[src/rtl/hazard_fwd_unit_pkg.sv]
// Shared definitions for the hazard/forwarding unit: RISC-V field
// positions, opcodes, operand-select encodings and FSM state constants.
package hazard_pkg;

    localparam int unsigned OPC_LSB = 0;
    localparam int unsigned OPC_MSB = 6;
    localparam int unsigned RD_LSB  = 7;
    localparam int unsigned RD_MSB  = 11;
    localparam int unsigned RS1_LSB = 15;
    localparam int unsigned RS1_MSB = 19;
    localparam int unsigned RS2_LSB = 20;
    localparam int unsigned RS2_MSB = 24;

    localparam logic [6:0] OPC_LOAD   = 7'h03;
    localparam logic [6:0] OPC_STORE  = 7'h23;
    localparam logic [6:0] OPC_BRANCH = 7'h63;
    localparam logic [6:0] OPC_OP     = 7'h33;

    localparam logic [1:0] SEL_M     = 2'b10;
    localparam logic [1:0] SEL_W     = 2'b11;
    localparam logic [1:0] SEL_STORE = 2'b01;
    localparam logic [1:0] BHM_NONE  = 2'b00;
    localparam logic [1:0] BHM_M     = 2'b01;
    localparam logic [1:0] BHM_W     = 2'b10;

    typedef logic [0:0] state_t;
    localparam state_t ST_RUN    = 1'b0;
    localparam state_t ST_LSTALL = 1'b1;

endpackage

[src/rtl/hazard_fwd_unit_if.sv]
// Pipeline-side bundle for hazard_fwd_unit. The counter signals exist
// only when HAZARD_PERF_EN is defined.
interface hazard_fwd_unit_if #(
    parameter int AWIDTH = 32
`ifdef HAZARD_PERF_EN
    ,
    parameter int CNT_W = 32
`endif
);
    logic [AWIDTH-1:0] instr_d;
    logic [AWIDTH-1:0] instr_x;
    logic [AWIDTH-1:0] instr_m;
    logic [AWIDTH-1:0] instr_w;
    logic              regwen_x;
    logic              regwen_m;
    logic              regwen_w;
    logic              branch_taken_x;
    logic [1:0]        asel_e;
    logic [1:0]        bsel_e;
    logic [1:0]        asel_fcu;
    logic [1:0]        bsel_fcu;
    logic [1:0]        bhm;
    logic              stall_f;
    logic              stall_d;
    logic              flush_d;
    logic              flush_x;
`ifdef HAZARD_PERF_EN
    logic [CNT_W-1:0]  stall_cnt;
    logic [CNT_W-1:0]  flush_cnt;
`endif

    modport master (
        output instr_d, instr_x, instr_m, instr_w,
        output regwen_x, regwen_m, regwen_w, branch_taken_x, asel_e, bsel_e,
        input  asel_fcu, bsel_fcu, bhm, stall_f, stall_d, flush_d, flush_x
`ifdef HAZARD_PERF_EN
        ,
        input  stall_cnt, flush_cnt
`endif
    );

    modport slave (
        input  instr_d, instr_x, instr_m, instr_w,
        input  regwen_x, regwen_m, regwen_w, branch_taken_x, asel_e, bsel_e,
        output asel_fcu, bsel_fcu, bhm, stall_f, stall_d, flush_d, flush_x
`ifdef HAZARD_PERF_EN
        ,
        output stall_cnt, flush_cnt
`endif
    );

endinterface

[src/rtl/hazard_fwd_unit_fwd_sel.sv]
// Operand forwarding select: picks MEM or WB as the source for the EX
// operands, MEM having priority. Store data is routed through bhm.
module fwd_sel
    import hazard_pkg::*;
(
    input  logic [4:0] rd_m_i,
    input  logic [4:0] rd_w_i,
    input  logic [4:0] rs1_x_i,
    input  logic [4:0] rs2_x_i,
    input  logic [6:0] opc_x_i,
    input  logic       regwen_m_i,
    input  logic       regwen_w_i,
    input  logic [1:0] asel_e_i,
    input  logic [1:0] bsel_e_i,
    output logic [1:0] asel_o,
    output logic [1:0] bsel_o,
    output logic [1:0] bhm_o
);

    logic m_rs1, w_rs1, m_rs2, w_rs2, x_load, x_store;

    assign x_load  = (opc_x_i == OPC_LOAD);
    assign x_store = (opc_x_i == OPC_STORE);
    assign m_rs1   = regwen_m_i && (rd_m_i != '0) && (rd_m_i == rs1_x_i);
    assign w_rs1   = regwen_w_i && (rd_w_i != '0) && (rd_w_i == rs1_x_i);
    assign m_rs2   = !x_load && regwen_m_i && (rd_m_i != '0) && (rd_m_i == rs2_x_i);
    assign w_rs2   = !x_load && regwen_w_i && (rd_w_i != '0) && (rd_w_i == rs2_x_i);

    // rs1 source: MEM beats WB, otherwise the decoder's choice
    always_comb begin
        asel_o = asel_e_i;
        if (m_rs1) begin
            asel_o = SEL_M;
        end else if (w_rs1) begin
            asel_o = SEL_W;
        end
    end

    // rs2 source; stores keep the B operand for the address and forward via bhm
    always_comb begin
        bsel_o = bsel_e_i;
        bhm_o  = BHM_NONE;
        if (m_rs2) begin
            bsel_o = x_store ? SEL_STORE : SEL_M;
            bhm_o  = x_store ? BHM_M : BHM_NONE;
        end else if (w_rs2) begin
            bsel_o = x_store ? SEL_STORE : SEL_W;
            bhm_o  = x_store ? BHM_W : BHM_NONE;
        end
    end

endmodule

[src/rtl/hazard_fwd_unit.sv]
// Hazard detection and forwarding unit. Load-use hazards stall F/D and
// bubble X for LOAD_LAT cycles; a taken branch in EX overrides everything.
// Optional perf counters are built when HAZARD_PERF_EN is defined.
module hazard_fwd_unit
    import hazard_pkg::*;
#(
    parameter int AWIDTH   = 32,
    parameter int LOAD_LAT = 1,
    parameter int CNT_W    = 32
) (
    input  logic             clk,
    input  logic             rst_n,
    hazard_fwd_unit_if.slave bus
);

    localparam logic [3:0] CNT_INIT = (LOAD_LAT > 1) ? 4'(LOAD_LAT - 2) : 4'd0;

    if (AWIDTH < 25 || LOAD_LAT < 1 || LOAD_LAT > 15 || CNT_W < 1) begin : g_param_check
        $error("hazard_fwd_unit: parameter out of range");
    end

    state_t     state_q, state_d;
    logic [3:0] cnt_q, cnt_d;
    logic [4:0] rd_x, rs1_d, rs2_d;
    logic [6:0] opc_x, opc_d;
    logic       d_uses_rs2, hazard;
    logic       stall_f, stall_d, flush_d, flush_x;

    assign rd_x  = bus.instr_x[RD_MSB:RD_LSB];
    assign opc_x = bus.instr_x[OPC_MSB:OPC_LSB];
    assign rs1_d = bus.instr_d[RS1_MSB:RS1_LSB];
    assign rs2_d = bus.instr_d[RS2_MSB:RS2_LSB];
    assign opc_d = bus.instr_d[OPC_MSB:OPC_LSB];

    assign d_uses_rs2 = (opc_d == OPC_OP) || (opc_d == OPC_STORE) || (opc_d == OPC_BRANCH);
    assign hazard     = (opc_x == OPC_LOAD) && bus.regwen_x && (rd_x != '0) &&
                        ((rd_x == rs1_d) || ((rd_x == rs2_d) && d_uses_rs2));

    fwd_sel u_fwd_sel (
        .rd_m_i     (bus.instr_m[RD_MSB:RD_LSB]),
        .rd_w_i     (bus.instr_w[RD_MSB:RD_LSB]),
        .rs1_x_i    (bus.instr_x[RS1_MSB:RS1_LSB]),
        .rs2_x_i    (bus.instr_x[RS2_MSB:RS2_LSB]),
        .opc_x_i    (opc_x),
        .regwen_m_i (bus.regwen_m),
        .regwen_w_i (bus.regwen_w),
        .asel_e_i   (bus.asel_e),
        .bsel_e_i   (bus.bsel_e),
        .asel_o     (bus.asel_fcu),
        .bsel_o     (bus.bsel_fcu),
        .bhm_o      (bus.bhm)
    );

    // Next state and pipeline control; outputs held low while in reset
    always_comb begin
        state_d = state_q;
        cnt_d   = cnt_q;
        stall_f = 1'b0;
        stall_d = 1'b0;
        flush_d = 1'b0;
        flush_x = 1'b0;
        if (bus.branch_taken_x) begin
            flush_d = 1'b1;
            flush_x = 1'b1;
            state_d = ST_RUN;
            cnt_d   = '0;
        end else if (state_q == ST_LSTALL) begin
            stall_f = 1'b1;
            stall_d = 1'b1;
            flush_x = 1'b1;
            if (cnt_q == '0) begin
                state_d = ST_RUN;
            end else begin
                cnt_d = cnt_q - 4'd1;
            end
        end else if (hazard) begin
            stall_f = 1'b1;
            stall_d = 1'b1;
            flush_x = 1'b1;
            if (LOAD_LAT > 1) begin
                state_d = ST_LSTALL;
                cnt_d   = CNT_INIT;
            end
        end
        if (!rst_n) begin
            stall_f = 1'b0;
            stall_d = 1'b0;
            flush_d = 1'b0;
            flush_x = 1'b0;
        end
    end

    // FSM state and stall down-counter
    always_ff @(posedge clk or negedge rst_n) begin
        if (!rst_n) begin
            state_q <= ST_RUN;
            cnt_q   <= '0;
        end else begin
            state_q <= state_d;
            cnt_q   <= cnt_d;
        end
    end

    assign bus.stall_f = stall_f;
    assign bus.stall_d = stall_d;
    assign bus.flush_d = flush_d;
    assign bus.flush_x = flush_x;

`ifdef HAZARD_PERF_EN
    logic [CNT_W-1:0] stall_cnt_q, flush_cnt_q;

    // Saturating counts of decode-stall and decode-flush cycles
    always_ff @(posedge clk or negedge rst_n) begin
        if (!rst_n) begin
            stall_cnt_q <= '0;
            flush_cnt_q <= '0;
        end else begin
            if (stall_d && !(&stall_cnt_q)) stall_cnt_q <= stall_cnt_q + CNT_W'(1);
            if (flush_d && !(&flush_cnt_q)) flush_cnt_q <= flush_cnt_q + CNT_W'(1);
        end
    end

    assign bus.stall_cnt = stall_cnt_q;
    assign bus.flush_cnt = flush_cnt_q;
`endif

endmodule

[src/flat_wrapper.sv]
// flat-port wrapper written by rule: the top's interface ports become plain ports
module hazard_fwd_unit_flat import hazard_pkg::*;
#(
    parameter int AWIDTH   = 32,
    parameter int LOAD_LAT = 1,
    parameter int CNT_W    = 32
)
  (clk, rst_n, bus_instr_d, bus_instr_x, bus_instr_m, bus_instr_w, bus_regwen_x, bus_regwen_m, bus_regwen_w, bus_branch_taken_x, bus_asel_e, bus_bsel_e, bus_asel_fcu, bus_bsel_fcu, bus_bhm, bus_stall_f, bus_stall_d, bus_flush_d, bus_flush_x);
  hazard_fwd_unit_if #(.AWIDTH(AWIDTH)) bus_i ();
  input  logic clk;
  input  logic rst_n;
  input wire logic [$bits(bus_i.instr_d)-1:0] bus_instr_d;
  input wire logic [$bits(bus_i.instr_x)-1:0] bus_instr_x;
  input wire logic [$bits(bus_i.instr_m)-1:0] bus_instr_m;
  input wire logic [$bits(bus_i.instr_w)-1:0] bus_instr_w;
  input wire logic [$bits(bus_i.regwen_x)-1:0] bus_regwen_x;
  input wire logic [$bits(bus_i.regwen_m)-1:0] bus_regwen_m;
  input wire logic [$bits(bus_i.regwen_w)-1:0] bus_regwen_w;
  input wire logic [$bits(bus_i.branch_taken_x)-1:0] bus_branch_taken_x;
  input wire logic [$bits(bus_i.asel_e)-1:0] bus_asel_e;
  input wire logic [$bits(bus_i.bsel_e)-1:0] bus_bsel_e;
  output wire logic [$bits(bus_i.asel_fcu)-1:0] bus_asel_fcu;
  output wire logic [$bits(bus_i.bsel_fcu)-1:0] bus_bsel_fcu;
  output wire logic [$bits(bus_i.bhm)-1:0] bus_bhm;
  output wire logic [$bits(bus_i.stall_f)-1:0] bus_stall_f;
  output wire logic [$bits(bus_i.stall_d)-1:0] bus_stall_d;
  output wire logic [$bits(bus_i.flush_d)-1:0] bus_flush_d;
  output wire logic [$bits(bus_i.flush_x)-1:0] bus_flush_x;
  assign bus_i.instr_d = bus_instr_d;
  assign bus_i.instr_x = bus_instr_x;
  assign bus_i.instr_m = bus_instr_m;
  assign bus_i.instr_w = bus_instr_w;
  assign bus_i.regwen_x = bus_regwen_x;
  assign bus_i.regwen_m = bus_regwen_m;
  assign bus_i.regwen_w = bus_regwen_w;
  assign bus_i.branch_taken_x = bus_branch_taken_x;
  assign bus_i.asel_e = bus_asel_e;
  assign bus_i.bsel_e = bus_bsel_e;
  assign bus_asel_fcu = bus_i.asel_fcu;
  assign bus_bsel_fcu = bus_i.bsel_fcu;
  assign bus_bhm = bus_i.bhm;
  assign bus_stall_f = bus_i.stall_f;
  assign bus_stall_d = bus_i.stall_d;
  assign bus_flush_d = bus_i.flush_d;
  assign bus_flush_x = bus_i.flush_x;
  hazard_fwd_unit #(.AWIDTH(AWIDTH), .LOAD_LAT(LOAD_LAT), .CNT_W(CNT_W)) u_core (.clk(clk), .rst_n(rst_n), .bus(bus_i));
endmodule
[config.mk]
export PLATFORM = sky130hd
export DESIGN_NAME = hazard_fwd_unit_flat
export DESIGN_NICKNAME = d
export VERILOG_FILES = /design/src/rtl/hazard_fwd_unit_pkg.sv /design/src/rtl/hazard_fwd_unit_if.sv /design/src/rtl/hazard_fwd_unit_fwd_sel.sv /design/src/rtl/hazard_fwd_unit.sv /design/src/flat_wrapper.sv
export SDC_FILE = /design/constraint.sdc
export NUM_CORES = 1
export LEC_CHECK = 0
export BUFFER_PORTS_ARGS = -buffer_cell sky130_fd_sc_hd__buf_4
export CAP_MARGIN = 25
export CORE_AREA = 2 2 57 59
export DETAILED_ROUTE_END_ITERATION = 7
export DIE_AREA = 0 0 59 61
export GPL_TIMING_DRIVEN = 0
export PLACE_DENSITY = 0.83
export SETUP_SLACK_MARGIN = 0.4
export SYNTH_ARGS = -nofsm -noshare
export SYNTH_HDL_FRONTEND = slang
export SYNTH_SLANG_ARGS = --single-unit
[constraint.sdc]
create_clock -name clk -period 2.8 [get_ports clk]
set_input_delay 0 -clock clk [delete_from_list [all_inputs] [get_ports clk]]
set_output_delay 0 -clock clk [all_outputs]
set_load 0.02 [all_outputs]
==> results.sh <==
export IMPL_status="completed"
export IMPL_ys_warn_count=0
export IMPL_drtIter0Drc=17
export IMPL_cp_max_fo=3
export IMPL_syn_cell_area_um2=790.8
export IMPL_synth_most_common_cell="xor2_1"
export IMPL_finalCritPeriodShare=0.6216
export IMPL_fin_worst_skew_ns=0.001840
export IMPL_cts_num_sinks=5
export IMPL_slew_violations=0
export IMPL_ir_drop_uv=279.0
export IMPL_report_final_setup_viol=0
export IMPL_die_area_um2=3599
export IMPL_async_flop_share=1.000
export IMPL_cts_tree="built"
export IMPL_yosys_area_top_type="xor2_1"
export IMPL_antenna_found_initial=0
export IMPL_layout_drive_gt1_share=0.4535
export IMPL_cts_htree_levels=1
export IMPL_dp_hpwl_um=2195
export IMPL_initial_core_util=0.2678
export IMPL_synth_top_area_share=0.1883
export IMPL_yosysUniqueCellTypes=33
export IMPL_clk_pin_slew_ns=0.04
export IMPL_nFillCells=314
export IMPL_vias=918
export IMPL_wl_per_cell_um=11.92
export IMPL_overflow=0
export IMPL_syn_inst=98
export IMPL_grt_max_degree=9
export IMPL_multi_input_area_um2=639.4
export IMPL_rsz0062_at_grt="no"
export IMPL_finalNetCount=313
export IMPL_cp_top_family="compound AO/OA/AOI/OAI gates"
export IMPL_yosysSeqAreaShare=0.1582
export IMPL_hold_slack_ns=0.1168
export IMPL_num_rows=20
export IMPL_cp_data_required_time_ns=2.80
export IMPL_utilization=0.4703
export IMPL_area_growth_pct=75.63
export IMPL_drc=0
export IMPL_power_density_nw_per_um2=223.4
export IMPL_max_clock_freq_mhz=574.5
export IMPL_cts_resized=0
export IMPL_die_w_um=59
export IMPL_finalHoldViolations=0
export IMPL_grt_usage=0.1382
export IMPL_worst_setup_path_start_kind="input port"
export IMPL_cap_viol_max_count=0
export IMPL_wl_um=2443
export IMPL_synth_ff_type="dfrtp_1"
export IMPL_hp_class="input port to async pin"
export IMPL_viasPerCell=4.478
export IMPL_synth_area_leaders="xor2_1 19%, xnor2_1 18%, dfrtp_1 16%"
export IMPL_arrival_ns=1.74
export IMPL_first_pass_iters=4
export IMPL_ios=148
export IMPL_path_cells="buf_4 -> xor2_1 -> a2111oi_0 -> nand4_1 -> a211o_1 -> a21oi_1 -> buf_4 -> buf_4"
export IMPL_synth_nets=238
export IMPL_critical_path_class="input port to output port"
export IMPL_cts_buffers=3
export IMPL_finalCriticalPeriod_ns=1.741
export IMPL_path_buf_inv=3
export IMPL_finalWeightedCongestion=0.8875
export IMPL_grt_pass1_wl_um=3732
export IMPL_finalSetupTns_ns=0
export IMPL_max_stage_delay_ns=0.50
export IMPL_grt_pass1_vias=865
export IMPL_insertedDiodeCount=0
export IMPL_crit_slowest_cell="a2111oi_0"
export IMPL_cp_common_cell="buf_4"
export IMPL_core_area_um2=2953
export IMPL_tightest_slew_ns=0.7106
export IMPL_slew_limit_headroom=0.5222
export IMPL_io_buffers=68
export IMPL_postLayoutCellArea_um2=1389
export IMPL_die_h_um=61
export IMPL_layout_area_seq_um2=125.1
export IMPL_ant_nets=0
export IMPL_leakagePower_nw=0.6732
export IMPL_placed_area_um2=1343
export IMPL_avgSynthCellArea_um2=8.069
export IMPL_clk_latency_ns=0.24
export IMPL_yosys_top_cells_count="17 x xor2_1, 16 x xnor2_1, 12 x nor2_1"
export IMPL_ys_ff_latch=5
export IMPL_cts_root_buf="clkbuf_4"
export IMPL_clockBufferDepth=2
export IMPL_end_kind="output port"
export IMPL_synth_edf_count=0
[layout make-up]
class	count	area share
plain buffers	1	0.005405
inverters	5	0.01351
clock buffers	4	0.01892
well taps	33	0.02973
repair buffers	70	0.3820
multi-input cells	87	0.4604
flip-flops and latches	5	0.09009
[worst register-to-register path, stage by stage (launching register included)]
cell	delay [ns]
dfrtp_1	0.37
inv_1	0.11
ha_1	0.15
inv_1	0.04
o31ai_1	0.58
nor2_1	0.12
xnor2_1	0.18
nor2_1	0.06
[layout by cell type, fill, tap and decap left out, types with 2 or more instances in the layout]
master         Yosys  final
dlygate4sd3_1      0      2
xor2_1            17     17
ha_1               2      2
nor2_1            12     12
dfrtp_1            5      5
nor3_1             5      5
inv_1              5      5
buf_4              1     69
nand3_1            5      5
clkbuf_4           0      3
nor4_1             3      3
or4_1              2      2
a21oi_1            2      2
xnor2_1           16     16
nand2_1            3      3
[report_power, final]
part           internal, mW  leakage (nW)        switching (mW)
logic                0.0944         0.588                0.0613
clock network        0.0538        0.0150                0.0282
registers            0.0726        0.0699  0.000000000000000158
total                 0.221         0.673                0.0895
[registers in the layout (all words and copies together) (netlist names)]
name            flops
u_core.state_q      1
u_core.cnt_q        4
[cell families (layout without fill, tap and decap cells)]
family / count (synthesis) / after routing / synth area share
AO/OA/AOI/OAI: 11 / 11 / 0.09811
multiplexers: 1 / 1 / 0.01898
adder cells (fa/ha/maj): 2 / 2 / 0.03164
flip-flops: 5 / 5 / 0.1582
AND/OR/NAND/NOR: 40 / 40 / 0.2943
XOR/XNOR: 33 / 33 / 0.3655
buffers and inverters: 6 / 80 / 0.03323
[metrics by stage]
stage | setup slack [ns] | cells | power [mW]
floorplan | 1.242 | 98 | 0.1329
global placement | 0.9727 | 199 | 0.2256
detailed placement | 0.9914 | 199 | 0.2278
CTS | 0.9891 | 205 | 0.3144
global route | 0.8796 | 205 | 0.3284
finish | 1.059 | 205 | 0.3103
[routing by layer]
| layer | vias up | part of all wire | global-route usage |
|---|---|---|---|
| met5 | - | 0 | 0 |
| met1 | 382 | 0.48 | 0.1959 |
| li1 | 486 | - | - |
| met3 | 4 | 0.090 | 0.02132 |
| met4 | 0 | 0.014 | 0.04870 |
| met2 | 46 | 0.42 | 0.2127 |
[path summary, 6_finish.rpt]
kind / startpoint / endpoint / slack [ns] / depth (start not counted)
worst max-delay path: bus_instr_x[10] / bus_stall_f / 1.06 / 8
worst min-delay path: rst_n / u_core.cnt_q[3]$_DFFE_PN0P_ / 0.12 / 2
worst max register to register: u_core.cnt_q[0]$_DFFE_PN0P_ / u_core.cnt_q[2]$_DFFE_PN0P_ / 1.07 / 7
worst min register to register: u_core.cnt_q[1]$_DFFE_PN0P_ / u_core.cnt_q[1]$_DFFE_PN0P_ / 0.54 / 2
max in group asynchronous: rst_n / u_core.cnt_q[0]$_DFFE_PN0P_ / 2.57 / 2
min in group clk: bus_asel_e[1] / bus_asel_fcu[1] / 0.29 / 3
[timing repair]
action | 4_1_cts | 5_1_grt
endpoints found under the setup margin | 0 | 0
setup buffers | 0 | 0
hold buffers | 2 | 0
hold endpoints to repair | 10 | 0
Power figures use the tool's default switching activity.
